--- src/rtl/rx9_io40_gather.sv ---
// Receive-side gatherer: locks onto a lane-0 training marker and rebuilds
// nine 40-bit words from four consecutive 10-bit slices per lane.
module rx9_io40_gather #(
  parameter logic [9:0]  MARK     = 10'h17C,
  parameter int unsigned LOCK_CNT = 8
) (
  input  logic        I_clk,
  input  logic        I_rst_n,
  input  logic        I_rx_locked,
  input  logic        I_realign,
  input  logic [89:0] I_rx_in,
  output logic [39:0] O_o0_p,
  output logic [39:0] O_o1_p,
  output logic [39:0] O_o2_p,
  output logic [39:0] O_o3_p,
  output logic [39:0] O_o4_p,
  output logic [39:0] O_o5_p,
  output logic [39:0] O_o6_p,
  output logic [39:0] O_o7_p,
  output logic [39:0] O_o8_p,
  output logic        O_valid,
  output logic        O_aligned,
  output logic [1:0]  O_phase
);

  typedef enum logic [1:0] {
    S_WAIT_LOCK,
    S_HUNT,
    S_CONFIRM,
    S_ALIGNED
  } state_e;

  localparam logic [7:0] LOCK_N = 8'(LOCK_CNT);

  state_e      state_q, state_d;
  logic [1:0]  phase_q, phase_d;
  logic [1:0]  wphase;
  logic [7:0]  hit_q, hit_d;
  logic        valid_q, load;
  logic        mark0;
  logic [29:0] stage_q [9];
  logic [39:0] word_q  [9];

  assign mark0 = (I_rx_in[9:0] == MARK);

  always_comb begin
    state_d = state_q;
    phase_d = phase_q + 2'd1;
    hit_d   = hit_q;
    wphase  = phase_q;
    case (state_q)
      S_WAIT_LOCK: if (I_rx_locked) state_d = S_HUNT;
      S_HUNT: begin
        // The marker itself is slice 0, so it is staged as phase 0 this cycle.
        if (mark0) begin
          phase_d = 2'd1;
          wphase  = 2'd0;
          hit_d   = 8'd1;
          state_d = (LOCK_N == 8'd1) ? S_ALIGNED : S_CONFIRM;
        end
      end
      S_CONFIRM: begin
        if (phase_q == 2'd0) begin
          if (mark0) begin
            hit_d = hit_q + 8'd1;
            if (hit_q + 8'd1 == LOCK_N) state_d = S_ALIGNED;
          end else begin
            hit_d   = '0;
            state_d = S_HUNT;
          end
        end
      end
      default: ;
    endcase
    if (I_realign && (state_q == S_CONFIRM || state_q == S_ALIGNED)) begin
      state_d = S_HUNT;
      hit_d   = '0;
    end
    if (!I_rx_locked) begin
      state_d = S_WAIT_LOCK;
      hit_d   = '0;
      phase_d = phase_q + 2'd1;
    end
    load = (state_q == S_ALIGNED) && (phase_q == 2'd3) && I_rx_locked && !I_realign;
  end

  always_ff @(posedge I_clk or negedge I_rst_n) begin
    if (!I_rst_n) begin
      state_q <= S_WAIT_LOCK;
      phase_q <= '0;
      hit_q   <= '0;
      valid_q <= 1'b0;
      for (int unsigned l = 0; l < 9; l++) begin
        stage_q[l] <= '0;
        word_q[l]  <= '0;
      end
    end else begin
      state_q <= state_d;
      phase_q <= phase_d;
      hit_q   <= hit_d;
      valid_q <= load;
      for (int unsigned l = 0; l < 9; l++) begin
        case (wphase)
          2'd0:    stage_q[l][9:0]   <= I_rx_in[10*l +: 10];
          2'd1:    stage_q[l][19:10] <= I_rx_in[10*l +: 10];
          2'd2:    stage_q[l][29:20] <= I_rx_in[10*l +: 10];
          default: ;
        endcase
        if (load) word_q[l] <= {I_rx_in[10*l +: 10], stage_q[l]};
      end
    end
  end

  assign O_o0_p    = word_q[0];
  assign O_o1_p    = word_q[1];
  assign O_o2_p    = word_q[2];
  assign O_o3_p    = word_q[3];
  assign O_o4_p    = word_q[4];
  assign O_o5_p    = word_q[5];
  assign O_o6_p    = word_q[6];
  assign O_o7_p    = word_q[7];
  assign O_o8_p    = word_q[8];
  assign O_valid   = valid_q;
  assign O_aligned = (state_q == S_ALIGNED);
  assign O_phase   = phase_q;

endmodule

--- config.mk ---
export PLATFORM = sky130hd
export DESIGN_NAME = rx9_io40_gather
export DESIGN_NICKNAME = d
export VERILOG_FILES = /design/src/rtl/rx9_io40_gather.sv
export SDC_FILE = /design/constraint.sdc
export NUM_CORES = 1
export LEC_CHECK = 0
export CORE_MARGIN = 2
export CORE_UTILIZATION = 40
export CTS_CLUSTER_SIZE = 20
export DETAILED_ROUTE_END_ITERATION = 10
export DONT_BUFFER_PORTS = 1
export PLACE_DENSITY = 0.52
export SETUP_SLACK_MARGIN = 0.02
export SYNTH_ARGS = -nofsm -noshare
export SYNTH_HDL_FRONTEND = slang
export SYNTH_SLANG_ARGS = --single-unit
export TNS_END_PERCENT = 20
--- constraint.sdc ---
create_clock -name I_clk -period 2.23 [get_ports I_clk]
set_input_delay 0.446 -clock I_clk [delete_from_list [all_inputs] [get_ports I_clk]]
set_output_delay 0.446 -clock I_clk [all_outputs]
set_load 0.02 [all_outputs]
==> results.cfg <==
[route]
drtIter0Drc = 1105
vias = 15384
ant_nets = 0
vias_per_cell = 4.920
post_drt_wl_per_cell_um = 19.91
route.detailed.drc = 0
dr.pass1.iters = 7
routed_wirelength_mm = 62.25

[die]
fp.dieW_um = 252.9
die-area_um2 = 63940
die_y_um = 252.9
design.core.area_um2 = 61480
start_util = 0.4029
io_pins = 458
rows = 91

[synthesis]
async_flop_share = 1.000
muxShareOfSynthArea = 0.1372
syn_area_per_cell_um2 = 11.31
yosys.area_share.simple = 0.1759
synth.most_common_cell = nand2_1
syn_nets = 2292
netlist_top_cells_count = nand2_1, dfrtp_1, mux2_2
netlist_instances = 2190
synth_area_um2 = 24770
synth_top_family_by_area = simple AND/OR/NAND/NOR gates
post-synth-top-area-fraction = 0.6496
ys_seq_elements = 643
yosys.area.top_type = dfrtp_1
synth_seq_area_share = 0.6496
synth_edf_count = 0
synthAdderAreaFrac = 0.004041
synth-compound-area-share = 0.007577
ys.flop_type = dfrtp_1
yosysUniqueCellTypes = 42
ys.warnings.count = 0
synthTopCellsByArea = dfrtp_1, nand2_1, mux2_2
synthXorXnorAreaFrac = 0

[clocking]
cts_buffer_depth = 3
cts_tree = done
clockRootBuffer = clkbuf_16
h-tree-depth = 3
path_clk_slew_ns = 0.06
cts_buffers = 70
clock_sinks = 643
ctsHoldBuffers = 91
worstSkewPairLatency_ns = 0.59

[power]
ir_drop_uv = 626.8
p_leak_nw = 14.97
power_density_nw_per_um2 = 1122

[worst_setup_path]
crit_required_ns = 2.69
cp-end-kind = register
crit_slowest_cell = dfrtp_1
start_kind = register
crit_fanout = 45
crit_chain = inv_1 > ha_1 > inv_1 > nor2_4 > nor3_4 > buf_4 > buf_12 > mux2_2
critPathMostFrequentCell = inv_1
critical_path_class = reg2reg
max_stage_delay_ns = 0.45
arrival_ns = 2.60

[timing]
slew_violations = 280
tightest_slew_ns = 1.674
setup_viol = 0
relSlewSlack = -0.1162
finalCriticalPeriod_ns = 2.133
finalHoldViolations = 643
rsz0062_at_grt = yes
holdWs_ns = -0.4469
fmax_ghz = 0.4689
post-route-period-util = 0.9563
fin_skew_ns = 0.01910

[cells_and_area]
layout.nets = 2387
area_growth_pct = 17.42
design_area_um2 = 29090
antenna_cells = 0
drive_gt1_frac = 0.1853

[global_route]
grt_max_degree = 644
grt_pass1_wl_mm = 96.43
antenna_found_initial = 0
track_usage = 0.1934
overflow = 0
grt_pass1_vias = 15935

[worst_hold_path]
hold_path_class = in2async

[place]
hpwl_mm = 38.84
gp_congestion = 0.7905
portBuffers = 0
place_area_um2 = 25770

[outcome]
failed_checks = negative hold slack, max-slew violations
outcome = finished with violations

[run]
maxCapViolations = 0
report_power, final:
group / switching [mW] / internal [mW] / leakage [nW] / total (mW)
sequential: 3.21 / 13.9 / 8.31 / 17.1
clock: 4.68 / 7.17 / 1.16 / 11.9
combinational: 1.56 / 2.10 / 5.50 / 3.67
area by class of cell:
class,count,area [um2]
multi-input cells,1432,8058
fillers,5593,32400
inverters,7,33.78
flip-flops and latches,643,16090
clock inverters,25,337.8
clock buffers,99,2032
repair buffers,131,1545
well taps,790,988.4
worst max-delay path, delay by kind of cell (launching register included):
kind	cells	cell delay [ns]
buf+inv	4	0.69
flops	1	0.45
mux	1	0.38
simple gates	2	0.22
fa+ha+maj	1	0.21
cells by family (layout without fill, tap and decap cells):
| family | after synthesis | after routing |
|---|---|---|
| buf+inv | 115 | 262 |
| simple gates | 1125 | 1125 |
| flops | 643 | 643 |
| mux | 272 | 272 |
| compound gates | 27 | 27 |
| fa+ha+maj | 8 | 8 |
final timing paths:
check                       startpoint           end  slack, ns  depth (start not counted)
max reg2reg                 state_q[1]  stage_q[102]        0.1                          8
min reg2reg                stage_q[76]    O_o6_p[16]       0.45                          2
min in group I_clk         I_rx_locked    state_q[0]       0.20                          3
max in group asynchronous      I_rst_n     O_o2_p[5]       1.34                          0
max                         state_q[1]  stage_q[102]        0.1                          8
min                            I_rst_n     O_o7_p[5]      -0.45                          0
what timing repair did:
action                                 in CTS  in global routing
buffers inserted                            0                  2
endpoints found under the hold margin    1006                643
setup endpoints to repair                   0                 25
resized for setup                           0                  1
layer usage:
layer | vias to the layer above | share of wire | GRT usage
met5 | - | 0 | 0
li1 | 7139 | - | -
met3 | 86 | 0.089 | 0.06754
met4 | 0 | 0.019 | 0.05342
met2 | 419 | 0.47 | 0.3105
met1 | 7740 | 0.42 | 0.2485
cells in the final DEF (no fill, tap or decap), types with 2 or more instances in the layout:
| cell type | n |
|---|---|
| and2_1 | 2 |
| and4_1 | 2 |
| buf_12 | 25 |
| buf_4 | 13 |
| bufinv_16 | 7 |
| clkbuf_1 | 13 |
| clkbuf_16 | 72 |
| clkbuf_8 | 15 |
| clkinv_2 | 11 |
| clkinv_8 | 2 |
| clkinvlp_4 | 3 |
| dfrtp_1 | 643 |
| dlygate4sd3_1 | 91 |
| ha_1 | 8 |
| inv_1 | 6 |
| inv_6 | 2 |
| mux2_2 | 181 |
| mux2_4 | 90 |
| nand2_1 | 1090 |
| nand2b_1 | 3 |
| nand3_1 | 4 |
| nand3b_1 | 2 |
| nor2_1 | 6 |
| nor2b_1 | 3 |
| nor3_4 | 2 |
| o21ai_0 | 13 |
| o31ai_1 | 3 |
flip-flops by register name, indices dropped and copies added (netlist names):
signal and count:
O_o0_p 40, O_o1_p 40, O_o2_p 40, O_o3_p 40
O_o4_p 40, O_o5_p 40, O_o6_p 40, O_o7_p 40
O_o8_p 40, O_phase 2, O_valid 1, hit_q 8
stage_q 270, state_q 2
stage by stage:
step | utilization | setup TNS (ns) | power, mW | worst slack [ns] | std cells
2_1_floorplan | - | 0 | 19.55 | 0.3563 | 2190
3_3_place_gp | 0.4192 | 0 | 20.60 | 0.2031 | 2909
3_5_place_dp | 0.4192 | 0 | 20.79 | 0.1500 | 2909
4_1_cts | 0.4725 | 0 | 33.07 | 0.1351 | 3124
5_1_grt | 0.4731 | -0.03407 | 34.17 | -0.008565 | 3127
6_report | 0.4731 | 0 | 32.64 | 0.09747 | 3127
Note: power is estimated with default switching activity, not from simulation.
